### src/rtl/fifo_wr_arbiter.sv
// Round-robin write-side arbiter: shares one async-FIFO push port among NREQ
// producers, granting bursts of up to BURSTMAX words per owner.
module fifo_wr_arbiter #(
    parameter  int NREQ     = 4,
    parameter  int DWIDTH   = 8,
    parameter  int BURSTMAX = 4,
    localparam int OW       = (NREQ > 1) ? $clog2(NREQ) : 1,
    localparam int CW       = $clog2(BURSTMAX + 1)
) (
    input  logic                     wclk,
    input  logic                     reset,
    input  logic [NREQ-1:0]          req,
    input  logic [NREQ*DWIDTH-1:0]   req_data,
    input  logic [NREQ-1:0]          req_last,
    output logic [NREQ-1:0]          gnt,
    output logic                     push,
    output logic [DWIDTH-1:0]        wdata,
    input  logic                     full,
    output logic                     busy,
    output logic [OW-1:0]            owner
);

    typedef enum logic {
        IDLE,
        BURST
    } state_t;

    state_t          state, next_state;
    logic [OW-1:0]   next_owner;
    logic [OW-1:0]   rr_last, next_rr_last;
    logic [CW-1:0]   cnt, next_cnt;
    logic [CW-1:0]   cnt_inc;

    logic            found;
    logic [OW-1:0]   winner;
    logic [DWIDTH-1:0] owner_data;
    logic            owner_req;
    logic            owner_last;
    logic            accept;

    // Scan starts just after the last served index so every requester gets a turn.
    always_comb begin
        int unsigned rr_u;
        int unsigned idx;
        found  = 1'b0;
        winner = '0;
        rr_u   = 32'(rr_last);
        for (int unsigned i = 1; i <= NREQ; i++) begin
            idx = (rr_u + i) % NREQ;
            if (!found && req[idx[OW-1:0]]) begin
                found  = 1'b1;
                winner = idx[OW-1:0];
            end
        end
    end

    always_comb begin
        owner_data = '0;
        owner_req  = 1'b0;
        owner_last = 1'b0;
        for (int unsigned i = 0; i < NREQ; i++) begin
            if (owner == OW'(i)) begin
                owner_data = req_data[i*DWIDTH +: DWIDTH];
                owner_req  = req[i];
                owner_last = req_last[i];
            end
        end
    end

    assign cnt_inc = cnt + CW'(1);

    always_comb begin
        next_state   = state;
        next_owner   = owner;
        next_rr_last = rr_last;
        next_cnt     = cnt;
        accept       = 1'b0;
        push         = 1'b0;
        gnt          = '0;
        wdata        = '0;
        busy         = 1'b0;

        case (state)
            IDLE: begin
                if (found) begin
                    next_owner = winner;
                    next_cnt   = '0;
                    next_state = BURST;
                end
            end
            BURST: begin
                busy   = 1'b1;
                wdata  = owner_data;
                accept = owner_req && !full && !reset;
                if (accept) begin
                    push       = 1'b1;
                    gnt[owner] = 1'b1;
                    next_cnt   = cnt_inc;
                    if (owner_last || cnt_inc == CW'(BURSTMAX)) begin
                        next_state   = IDLE;
                        next_rr_last = owner;
                    end
                end else if (!owner_req) begin
                    next_state   = IDLE;
                    next_rr_last = owner;
                end
            end
            default: next_state = IDLE;
        endcase
    end

    always_ff @(posedge wclk) begin
        if (reset) begin
            state   <= IDLE;
            owner   <= '0;
            rr_last <= OW'(NREQ - 1);
            cnt     <= '0;
        end else begin
            state   <= next_state;
            owner   <= next_owner;
            rr_last <= next_rr_last;
            cnt     <= next_cnt;
        end
    end

endmodule

### config.mk
export PLATFORM = sky130hd
export DESIGN_NAME = fifo_wr_arbiter
export DESIGN_NICKNAME = d
export VERILOG_FILES = /design/src/rtl/fifo_wr_arbiter.sv
export SDC_FILE = /design/constraint.sdc
export NUM_CORES = 1
export LEC_CHECK = 0
export BUFFER_PORTS_ARGS = -buffer_cell sky130_fd_sc_hd__buf_2
export CAP_MARGIN = 20
export CORE_MARGIN = 5
export CORE_UTILIZATION = 39
export DETAILED_ROUTE_END_ITERATION = 12
export PLACE_DENSITY = 0.83
export REMOVE_ABC_BUFFERS = 1
export SLEW_MARGIN = 40
export SYNTH_ARGS = -nofsm -noshare
export SYNTH_HDL_FRONTEND = slang
export SYNTH_SLANG_ARGS = --single-unit
export TNS_END_PERCENT = 1
### constraint.sdc
create_clock -name wclk -period 2.1 [get_ports wclk]
set_input_delay 0.42 -clock wclk [delete_from_list [all_inputs] [get_ports wclk]]
set_output_delay 0.42 -clock wclk [all_outputs]
set_load 0.005 [all_outputs]
==> results of run 1 <==
[routing by layer]
layer  share of wire  routed length, um  global-route usage  vias to the layer above
met5               0                  0                   0                        -
met4          0.0034                  8              0.0124                        0
met3           0.048                113              0.0490                        2
met2            0.59               1400               0.356                       21
met1            0.36                849               0.174                      415
li1                -                  -                   -                      427
[worst max-delay path: stages (launching register included)]
cell     delay [ns]
dfxtp_2        0.35
mux4_2         0.55
nand3_2        0.11
inv_2          0.06
and3_1         0.17
buf_2          0.12
[power breakdown]
group / internal [mW] / leakage (nW) / total, mW / switching, mW
clock: 0.0652 / 0.0138 / 0.115 / 0.0499
combinational: 0.145 / 0.513 / 0.242 / 0.0971
sequential: 0.165 / 0.0660 / 0.181 / 0.0163
total: 0.375 / 0.593 / 0.538 / 0.163
[synth_stat cells]
| cell | number | area, sq um |
|---|---|---|
| nand4_1 | 1 | 6.26 |
| and3_1 | 2 | 12.5 |
| mux4_1 | 3 | 78.8 |
| and2_1 | 8 | 50.1 |
| o21ai_0 | 1 | 5.00 |
| nand3_2 | 1 | 10.0 |
| xnor2_1 | 1 | 8.76 |
| clkbuf_1 | 2 | 7.51 |
| o221ai_1 | 2 | 17.5 |
| o22ai_1 | 1 | 6.26 |
| a21oi_1 | 5 | 25.0 |
| a2bb2oi_1 | 1 | 8.76 |
| and2_4 | 1 | 8.76 |
| nor3_1 | 2 | 10.0 |
| ha_1 | 2 | 25.0 |
| a21o_1 | 1 | 7.51 |
| a31oi_1 | 1 | 6.26 |
| mux2i_1 | 2 | 20.0 |
| o41a_4 | 1 | 21.3 |
| inv_1 | 6 | 22.5 |
| buf_6 | 1 | 11.3 |
| buf_2 | 2 | 10.0 |
| mux4_2 | 7 | 158 |
| o31a_1 | 1 | 8.76 |
| nand3_1 | 3 | 15.0 |
| nand2_1 | 8 | 30.0 |
| a21boi_2 | 1 | 11.3 |
| dfxtp_1 | 8 | 160 |
| nor2_1 | 4 | 15.0 |
| a211o_1 | 1 | 8.76 |
[cell families after synthesis]
group	share of synthesized area
xor+xnor	0.0111
mux	0.326
flops	0.204
buf+inv	0.0653
compound gates	0.161
fa+ha+maj	0.0318
simple gates	0.201
[per-stage QoR]
step	setup TNS, ns	hold slack (ns)	setup WS, ns
floorplan	-0.0696	0.449	-0.0348
global placement	0	0.467	0.139
detailed placement	0	0.487	0.131
CTS	0	0.431	0.0374
global route	-0.0176	0.453	-0.00950
finish	0	0.436	0.0691
[worst max-delay path by stage]
stage	slack, ns	to	start
after floorplan	-0.03	gnt[2]	owner[0]$_SDFFE_PP0P_
after global placement	0.14	gnt[3]	req[3]
after detailed placement	0.13	gnt[2]	req[3]
after CTS	0.04	gnt[2]	owner[0]$_SDFFE_PP0P_
after global routing	-0.009	gnt[2]	owner[0]$_SDFFE_PP0P_
final	0.07	gnt[2]	owner[0]$_SDFFE_PP0P_
[state kept, by name, summed over array words and instances, names as in the netlist]
register,flops
state,1
rr_last,2
owner,2
cnt,3
[layout make-up]
class,count,area share
inverters,6,0.0197
repair buffers,63,0.293
well taps,27,0.0295
flip-flops and latches,8,0.141
clock buffers,3,0.0197
multi-input cells,61,0.498
[repair_timing]
item / in CTS / in global routing
setup endpoints to repair: 3 / 3
gates resized for setup: 2 / 3
pin swaps: 0 / 0
hold buffers: 0 / 0
buffers inserted: 1 / 1
==> summary.md, run 1 <==
| Metric | Value |
|---|---|
| Status | finished clean |
| Min Clock Period, post-route | 2.03 ns |
| Antenna diode count | 0 |
| Total power | 0.538 mW |
| DR DRC count | 0 |
| Crit. End Element | output port |
| Finished Layout Cells | 168 |
| Die H | 54.9 um |
| Vias | 865 |
| RR Startpoint | owner[0]$_SDFFE_PP0P_ |
| First-pass GRT wire length | 3720 um |
| Critical path data arrival time | 1.61 ns |
| DR pass1 iterations | 4 |
| Final HPWL DP | 1950 um |
| Required time of the critical path | 1.68 ns |
| Total grt overflow | 0 |
| Sequential-to-total area share from yosys stat | 0.204 |
| WL/cell | between 10 and 15 um |
| Worst R2R End | rr_last[1]$_SDFFE_PP1P_ |
| Largest net degree at the start of global routing | 17 |
| Row cnt | 16 |
| Avg Vias per Cell | a little over 5 |
| Core Util, Final | 0.590 |
| Final Cycle Share | 0.967 |
| Clock H-tree levels | 1 |
| R2R depth | 6 |
| CP startpoint kind | flip-flop |
| Final setup fails | 0 |
| Reg area | 161 sq um |
| Final Skew | about 0.0040 ns |
| Reg2Reg Setup Slack | 0.38 ns |
| Starting Density | 0.405 |
| Avg Cell Area, Syn | 9.82 sq um |
| Worst Hold Endpoint | owner[1]$_SDFFE_PP0P_ |
| Net count, final | between 150 and 200 |
| VDD IR-drop max | ~0.00051 V |
| Final Cell Area | about 1100 sq um |
| Hold path depth | 2 |
| Routed Antenna Nets | 0 |
| Pwr dens | 470 nW/um^2 |
| Number of buffers inserted by port buffering | 58 |
| # fillers | 178 |
| Final hold viol count | 0 |
| Syn. warnings | 0 |
| I/O Pins | slightly below 60 |
| Commonest non-fill, non-tap cell in the layout | buf_2 |
| Slew at the pin closest to its max-slew limit | 0.429 ns |
| Dpl cells | 163 |
| Max_cap viols | 0 |
| Min-delay src | reset |
| Pleak | 0.593 nW |
| Post-synthesis register bit count | 8 |
| Syn Inst Count | 80 |
| Rel. slew slack | 0.713 |
| Die Area | 3010 sq um |
| Most frequent cells in the layout | buf_2, mux4_2, and2_1, nand2_1, dfxtp_1 |
| Syn Std Cell Area | 786 sq um |
| Placed Area | between 1000 and 1500 sq um |
| Hold crit path type | input port to flip-flop |
| Total core area | 1940 sq um |
| Routed Wire Length | 2370 um |
| Max Freq | 492 MHz |
| Area growth syn-to-layout | 45.9% |
| Crit Path Class | flip-flop to output port |
| GRT Resource Usage Total | 0.174 |
| Distinct cells, synth | 30 |
| Gpl congestion | 0.834 |
| Slew Limit Fails | 0 |
| Vias in the first global route | 865 |
| Root Buffer Master | clkbuf_4 |
| CTS Sinks | 8 |
| CTS buffer count | 3 |
| Chip width | about 55 um |
| Area of the multi-input gates | between 500 and 600 sq um |
| Worst-path maximum fanout | 5 |
| Iter 0 DRT Violations | 18 |
| Layout cells sized above 1 | 0.567 |
| Worst skew pair latency | 0.25 ns |
| CTS max path bufs | 2 |
| Initial antenna violation count | 0 |
| CTS tree | done |
| Clock-pin slew on the worst setup and hold paths | roughly 0.05 ns |
(Power assumes the default switching activity.)
==> run 2: changes to the inputs <==
--- a/config.mk
+++ b/config.mk
@@ -7,6 +7,7 @@
 export LEC_CHECK = 0
 export BUFFER_PORTS_ARGS = -buffer_cell sky130_fd_sc_hd__buf_2
 export CAP_MARGIN = 20
+export CORE_ASPECT_RATIO = 1.4
 export CORE_MARGIN = 5
 export CORE_UTILIZATION = 39
 export DETAILED_ROUTE_END_ITERATION = 12
==> summary.md, run 2 (synthesis results as in run 1) <==
| Metric | Value |
|---|---|
| Unrepaired setup endpoints after global routing | false |
| CTS max path bufs | 2 (unchanged) |
| Final HPWL DP | 2120 um (+8.6%) |
| Rel. slew slack | 0.840 (+0.127) |
| Switching portion of total power | 0.305 (+0.00178) |
| WL met1 | 920 um (+8.4%) |
| Hold crit path type | input port to flip-flop |
| Slew at the pin closest to its max-slew limit | 0.240 ns (-0.189 ns) |
| Die H | 63.1 um (+15%) |
| Gpl congestion | 0.832 (-0.20%) |
| Clock H-tree levels | 1 (unchanged) |
| Final Cycle Share | 0.971 (+0.00436) |
| Min Clock Period, post-route | 2.04 ns (+0.00916 ns) |
| Starting Density | 0.403 (-0.00156) |
| WL/cell | 15.8 um (+12%) |
| Routed Wire Length | 2560 um (+8.2%) |
| Area growth syn-to-layout | 44.9% |
| VDD IR-drop max | 0.000335 V (-34%) |
| Net count, final | 188 (unchanged) |
| Worst-path maximum fanout | 5 (unchanged) |
| # fillers | 192 (+7.9%) |
| Final Skew | 0.00876 ns (+0.00472 ns) |
| Max Freq | 490 MHz (-0.45%) |
| GRT Resource Usage Total | 0.171 (-0.00267) |
| Pwr dens | 470 nW/um^2 (about the same) |
| CTS buffer count | 3 (unchanged) |
| Crit Path Class | flip-flop to output port |
| Crit path max-delay cell type | mux4_2 |
| Int Power | 0.372 mW (-0.87%) |
| Initial antenna violation count | 0 (unchanged) |
| Most frequent cells in the layout | buf_2, and2_1, nand2_1 |
| Max_cap viols | 0 (unchanged) |
| Vias | 894 (+3.4%) |
| Top layer in use | met4 |
| Number of buffers inserted by port buffering | 58 (unchanged) |
| Switch Pwr | 0.163 mW (about the same) |
| Pleak | 0.595 nW (+0.43%) |
| Slew Limit Fails | 0 (unchanged) |
| Layout cells sized above 1 | 0.560 (-0.00709) |
| Sequential Power Share | 0.329 (-0.007) |
| Critical path data arrival time | 1.62 ns (about the same) |
| Final TNS setup | 0 ns (unchanged) |
| Largest net degree at the start of global routing | 17 (unchanged) |
| Root Buffer Master | clkbuf_4 |
| Worst path bufs/invs | 2 (unchanged) |
| Final setup fails | 0 (unchanged) |
| CP startpoint kind | flip-flop |
| Met3 routed WL | 189 um (+67%) |
| Worst skew pair latency | 0.25 ns (about the same) |
| Top flop regs | cnt x3, owner x2, rr_last x2 |
| DR pass1 iterations | 4 (unchanged) |
| Crit-path cells | mux4_2, nand3_2, inv_2, and3_1, buf_2 |
| Max FFs per register | 3 (unchanged) |
| Total grt overflow | 0 (unchanged) |
| Met2 WL | 1420 um (+1.9%) |
| Total core area | 1950 sq um (+0.39%) |
| Required time of the critical path | 1.68 ns (about the same) |
| CTS tree | done |
| Crit path largest cell delay | 0.54 ns (about the same) |
| Reg area | 161 sq um (unchanged) |
| Antenna diode count | 0 (unchanged) |
| Commonest non-fill, non-tap cell in the layout | buf_2 |
| Avg Vias per Cell | 5.52 (+7.2%) |
| Kind of cell adding the most delay to the critical path | multiplexers |
| Status | finished clean |
| Comb pwr share | 0.455 (+0.005) |
| Routed Antenna Nets | 0 (unchanged) |
| Iter 0 DRT Violations | 11 (-7) |
| Total power | 0.535 mW (-0.61%) |
| Finished Layout Cells | 162 (-3.6%) |
| Clock power frac | 0.216 (+0.002) |
| Row cnt | 19 (+3) |
| CTS Sinks | 8 (unchanged) |
| Vias in the first global route | 867 (+0.23%) |
| First-pass GRT wire length | 3840 um (+3.1%) |
| Crit. End Element | output port |
| Die Area | 3030 sq um (+0.43%) |
| Largest reg by FF count | cnt |
| Dpl cells | 159 (-2.5%) |
| Clock-pin slew on the worst setup and hold paths | 0.06 ns (about the same) |
| Cts hold-fix bufs | 0 (unchanged) |
| Final hold viol count | 0 (unchanged) |
| I/O Pins | 59 (unchanged) |
| Area of the multi-input gates | 574 sq um (+0.66%) |
| DR DRC count | 0 (unchanged) |
| Chip width | 47.9 um (-13%) |
| Min Hold Slack | 0.437 ns (+0.00158 ns) |
run 2: power groups by stage:
| stage | clock network, mW | logic [mW] | registers, mW |
|---|---|---|---|
| 2_1_floorplan | 0 | 0.121 | 0.196 |
| 3_5_place_dp | 0 | 0.243 | 0.178 |
| 4_1_cts | 0.120 | 0.244 | 0.175 |
| 6_report | 0.115 | 0.244 | 0.176 |
| 5_1_grt | 0.126 | 0.268 | 0.177 |
| 3_3_place_gp | 0 | 0.234 | 0.178 |
run 2: final cells by class:
type                    count  area share
multi-input cells          61       0.504
repair buffers             63       0.291
flip-flops and latches      8       0.142
well taps                  21      0.0231
clock buffers               3      0.0198
inverters                   6      0.0198
run 2: worst register-to-register path, stage by stage, from the launching register on:
cell and delay, ns:
dfxtp_2 0.36, buf_6 0.14, mux4_1 0.58, nand2_1 0.15
and2_4 0.16, o221ai_1 0.09
run 2: timing repair:
action,CTS,global route
hold endpoints to repair,0,0
setup endpoints to repair,2,3
resized for setup,1,2
pin swaps,0,0
buffers inserted,0,0
run 2: path summary, 6_finish.rpt:
kind	start	endpoint	slack [ns]	depth (start not counted)
hold reg to reg	cnt[2]$_SDFFE_PP0P_	cnt[2]$_SDFFE_PP0P_	0.50	1
setup reg to reg	owner[0]$_SDFFE_PP0P_	rr_last[1]$_SDFFE_PP1P_	0.48	5
setup / recovery	owner[0]$_SDFFE_PP0P_	gnt[2]	0.06	5
hold / removal	reset	cnt[1]$_SDFFE_PP0P_	0.44	2
run 2: per-layer routing:
layer / track usage / vias up
met5: 0 / -
met4: 0.0471 / 0
met3: 0.0342 / 4
met2: 0.318 / 39
met1: 0.177 / 424
li1: - / 427
run 2: through the flow:
step	instance area [sq um]	setup WS [ns]	utilization
6_report	1140	0.0600	0.584
3_3_place_gp	1110	0.150	0.570
3_5_place_dp	1110	0.131	0.570
4_1_cts	1130	0.0253	0.582
2_1_floorplan	757	-0.0348	-
5_1_grt	1140	0.0153	0.584
==> run 3: changes to the inputs <==
--- a/config.mk
+++ b/config.mk
@@ -7,10 +7,13 @@
 export LEC_CHECK = 0
 export BUFFER_PORTS_ARGS = -buffer_cell sky130_fd_sc_hd__buf_2
 export CAP_MARGIN = 20
+export CELL_PAD_IN_SITES_DETAIL_PLACEMENT = 1
+export CELL_PAD_IN_SITES_GLOBAL_PLACEMENT = 1
 export CORE_ASPECT_RATIO = 1.4
 export CORE_MARGIN = 5
-export CORE_UTILIZATION = 39
+export CORE_UTILIZATION = 27
 export DETAILED_ROUTE_END_ITERATION = 12
+export GPL_ROUTABILITY_DRIVEN = 0
 export PLACE_DENSITY = 0.83
 export REMOVE_ABC_BUFFERS = 1
 export SLEW_MARGIN = 40
==> summary.md, run 3 (synthesis results as in run 1) <==
| Metric | Value |
|---|---|
| Most frequent cells in the layout | buf_2, and2_1, nand2_1 |
| Max Freq | 500 MHz (+1.9%) |
| Avg Vias per Cell | 5.19 (-6.0%) |
| Vias in the first global route | 996 (+15%) |
| Dpl cells | 175 (+10%) |
| Max FFs per register | 3 (unchanged) |
| Status | finished clean |
| Final Cycle Share | 0.953 (-0.0185) |
| Unrepaired setup endpoints after global routing | false |
| WL/cell | 16.7 um (+5.5%) |
| Clock H-tree levels | 1 (unchanged) |
| Iter 0 DRT Violations | 25 (+14) |
| Max_cap viols | 0 (unchanged) |
| Largest reg by FF count | cnt |
| Pleak | 0.608 nW (+2.2%) |
| GRT Resource Usage Total | 0.154 (-0.0169) |
| Top flop regs | cnt x3, owner x2, rr_last x2 |
| Switching portion of total power | 0.285 (-0.0203) |
| Final HPWL DP | 2630 um (+24%) |
| Crit Path Class | flip-flop to output port |
| Clock power frac | 0.290 (+0.074) |
| Hold crit path type | input port to flip-flop |
| I/O Pins | 59 (unchanged) |
| Area growth syn-to-layout | 51.1% |
| Finished Layout Cells | 179 (+10%) |
| Worst skew pair latency | 0.22 ns (-0.03 ns) |
| Largest net degree at the start of global routing | 17 (unchanged) |
| Vias | 929 (+3.9%) |
| Final Cell Area | 1190 sq um (+4.3%) |
| Final Skew | 0.00281 ns (-0.00595 ns) |
| VDD IR-drop max | 0.000303 V (-9.3%) |
| Number of buffers inserted by port buffering | 58 (unchanged) |
| Root Buffer Master | clkbuf_8 |
| Antenna diode count | 0 (unchanged) |
| Switch Pwr | 0.173 mW (+6.0%) |
| Net count, final | 189 (+0.53%) |
| Initial antenna violation count | 0 (unchanged) |
| Worst-path maximum fanout | 10 (+5) |
| Int Power | 0.434 mW (+17%) |
| DR pass1 iterations | 2 (-2) |
| First-pass GRT wire length | 4930 um (+28%) |
| Die H | 73.8 um (+17%) |
| Final TNS setup | 0 ns (unchanged) |
| CTS tree | done |
| Slew Limit Fails | 0 (unchanged) |
| Layout cells sized above 1 | 0.563 (+0.00310) |
| DR DRC count | 0 (unchanged) |
| Comb pwr share | 0.417 (-0.038) |
| Worst R2R End | rr_last[0]$_SDFFE_PP1P_ |
| Row cnt | 23 (+4) |
| Critical Path Source | owner[0]$_SDFFE_PP0P_ |
| CTS max path bufs | 2 (unchanged) |
| Clock-pin slew on the worst setup and hold paths | 0.04 ns (-0.02 ns) |
| Reg area | 164 sq um (+1.6%) |
| Die Area | 4100 sq um (+36%) |
| Slew at the pin closest to its max-slew limit | 0.228 ns (-0.0120 ns) |
| Placed Area | 1130 sq um (+1.8%) |
| # fillers | 345 (+80%) |
| RR Startpoint | owner[0]$_SDFFE_PP0P_ |
| CP startpoint kind | flip-flop |
| Rel. slew slack | 0.848 (+0.00797) |
| Starting Density | 0.279 (-0.124) |
| Routed Wire Length | 2990 um (+17%) |
| Area of the multi-input gates | 574 sq um (unchanged) |
| Critical path data arrival time | 1.58 ns (-0.04 ns) |
| Total grt overflow | 0 (unchanged) |
| Final setup fails | 0 (unchanged) |
| R2R depth | 5 (unchanged) |
| Final hold viol count | 0 (unchanged) |
| CTS Sinks | 8 (unchanged) |
| Min Hold Slack | 0.478 ns (+0.0407 ns) |
| Commonest non-fill, non-tap cell in the layout | buf_2 |
| Reg2Reg Setup Slack | 0.50 ns (+0.02 ns) |
| Routed Antenna Nets | 0 (unchanged) |
| CTS buffer count | 3 (unchanged) |
| Crit path to | wdata[6] |
| Total core area | 2820 sq um (+45%) |
| Crit. End Element | output port |
| Required time of the critical path | 1.68 ns (about the same) |
| Sequential Power Share | 0.292 (-0.037) |
| Min-delay src | reset |
| Pwr dens | 512 nW/um^2 (+8.9%) |
| Chip width | 55.6 um (+16%) |
| Min Clock Period, post-route | 2.00 ns (-0.0388 ns) |
run 3: power by group through the flow:
stage	combinational [mW]	sequential (mW)	clock (mW)
5_1_grt	0.277	0.179	0.199
6_report	0.254	0.177	0.176
3_5_place_dp	0.251	0.179	0
2_1_floorplan	0.121	0.196	0
3_3_place_gp	0.239	0.178	0
4_1_cts	0.257	0.177	0.185
run 3: layer usage:
| metal | routed length, um | track usage | up-vias |
|---|---|---|---|
| met5 | 0 | 0 | - |
| met4 | 23 | 0.0595 | 0 |
| met3 | 288 | 0.0562 | 2 |
| met2 | 1500 | 0.282 | 55 |
| met1 | 1180 | 0.160 | 445 |
| li1 | - | - | 427 |
run 3: cell type report:
class,instances,share of cell area
Multi-Input combinational cell,61,0.484
Inverter,6,0.0190
Tap cell,37,0.0390
Timing Repair Buffer,64,0.286
Clock buffer,3,0.0348
Sequential cell,8,0.138
run 3: worst max-delay path: stages, from the launching register on:
cell     delay [ns]
dfxtp_4        0.36
buf_6          0.17
mux4_1         0.55
and2_1         0.17
buf_2          0.12
run 3: worst min-delay path by stage:
stage,endpoint,depth (start not counted)
6_report,owner[1]$_SDFFE_PP0P_,2
5_1_grt,owner[1]$_SDFFE_PP0P_,2
4_1_cts,owner[1]$_SDFFE_PP0P_,2
3_5_place_dp,cnt[2]$_SDFFE_PP0P_,1
3_3_place_gp,cnt[2]$_SDFFE_PP0P_,1
2_1_floorplan,cnt[2]$_SDFFE_PP0P_,1
run 3: what timing repair did:
action                                  4_1_cts  5_1_grt
endpoints found under the setup margin        4        4
gates resized for setup                       2        2
hold buffers                                  0        0
buffers inserted                              1        0
cloned                                        0        0
pin swaps                                     0        0
run 3: stage by stage:
step	setup WS, ns	utilization	power (mW)
2_1_floorplan	-0.0348	-	0.317
3_3_place_gp	0.146	0.401	0.417
3_5_place_dp	0.106	0.401	0.430
4_1_cts	0.0387	0.420	0.620
5_1_grt	0.00338	0.421	0.655
6_report	0.0988	0.421	0.607
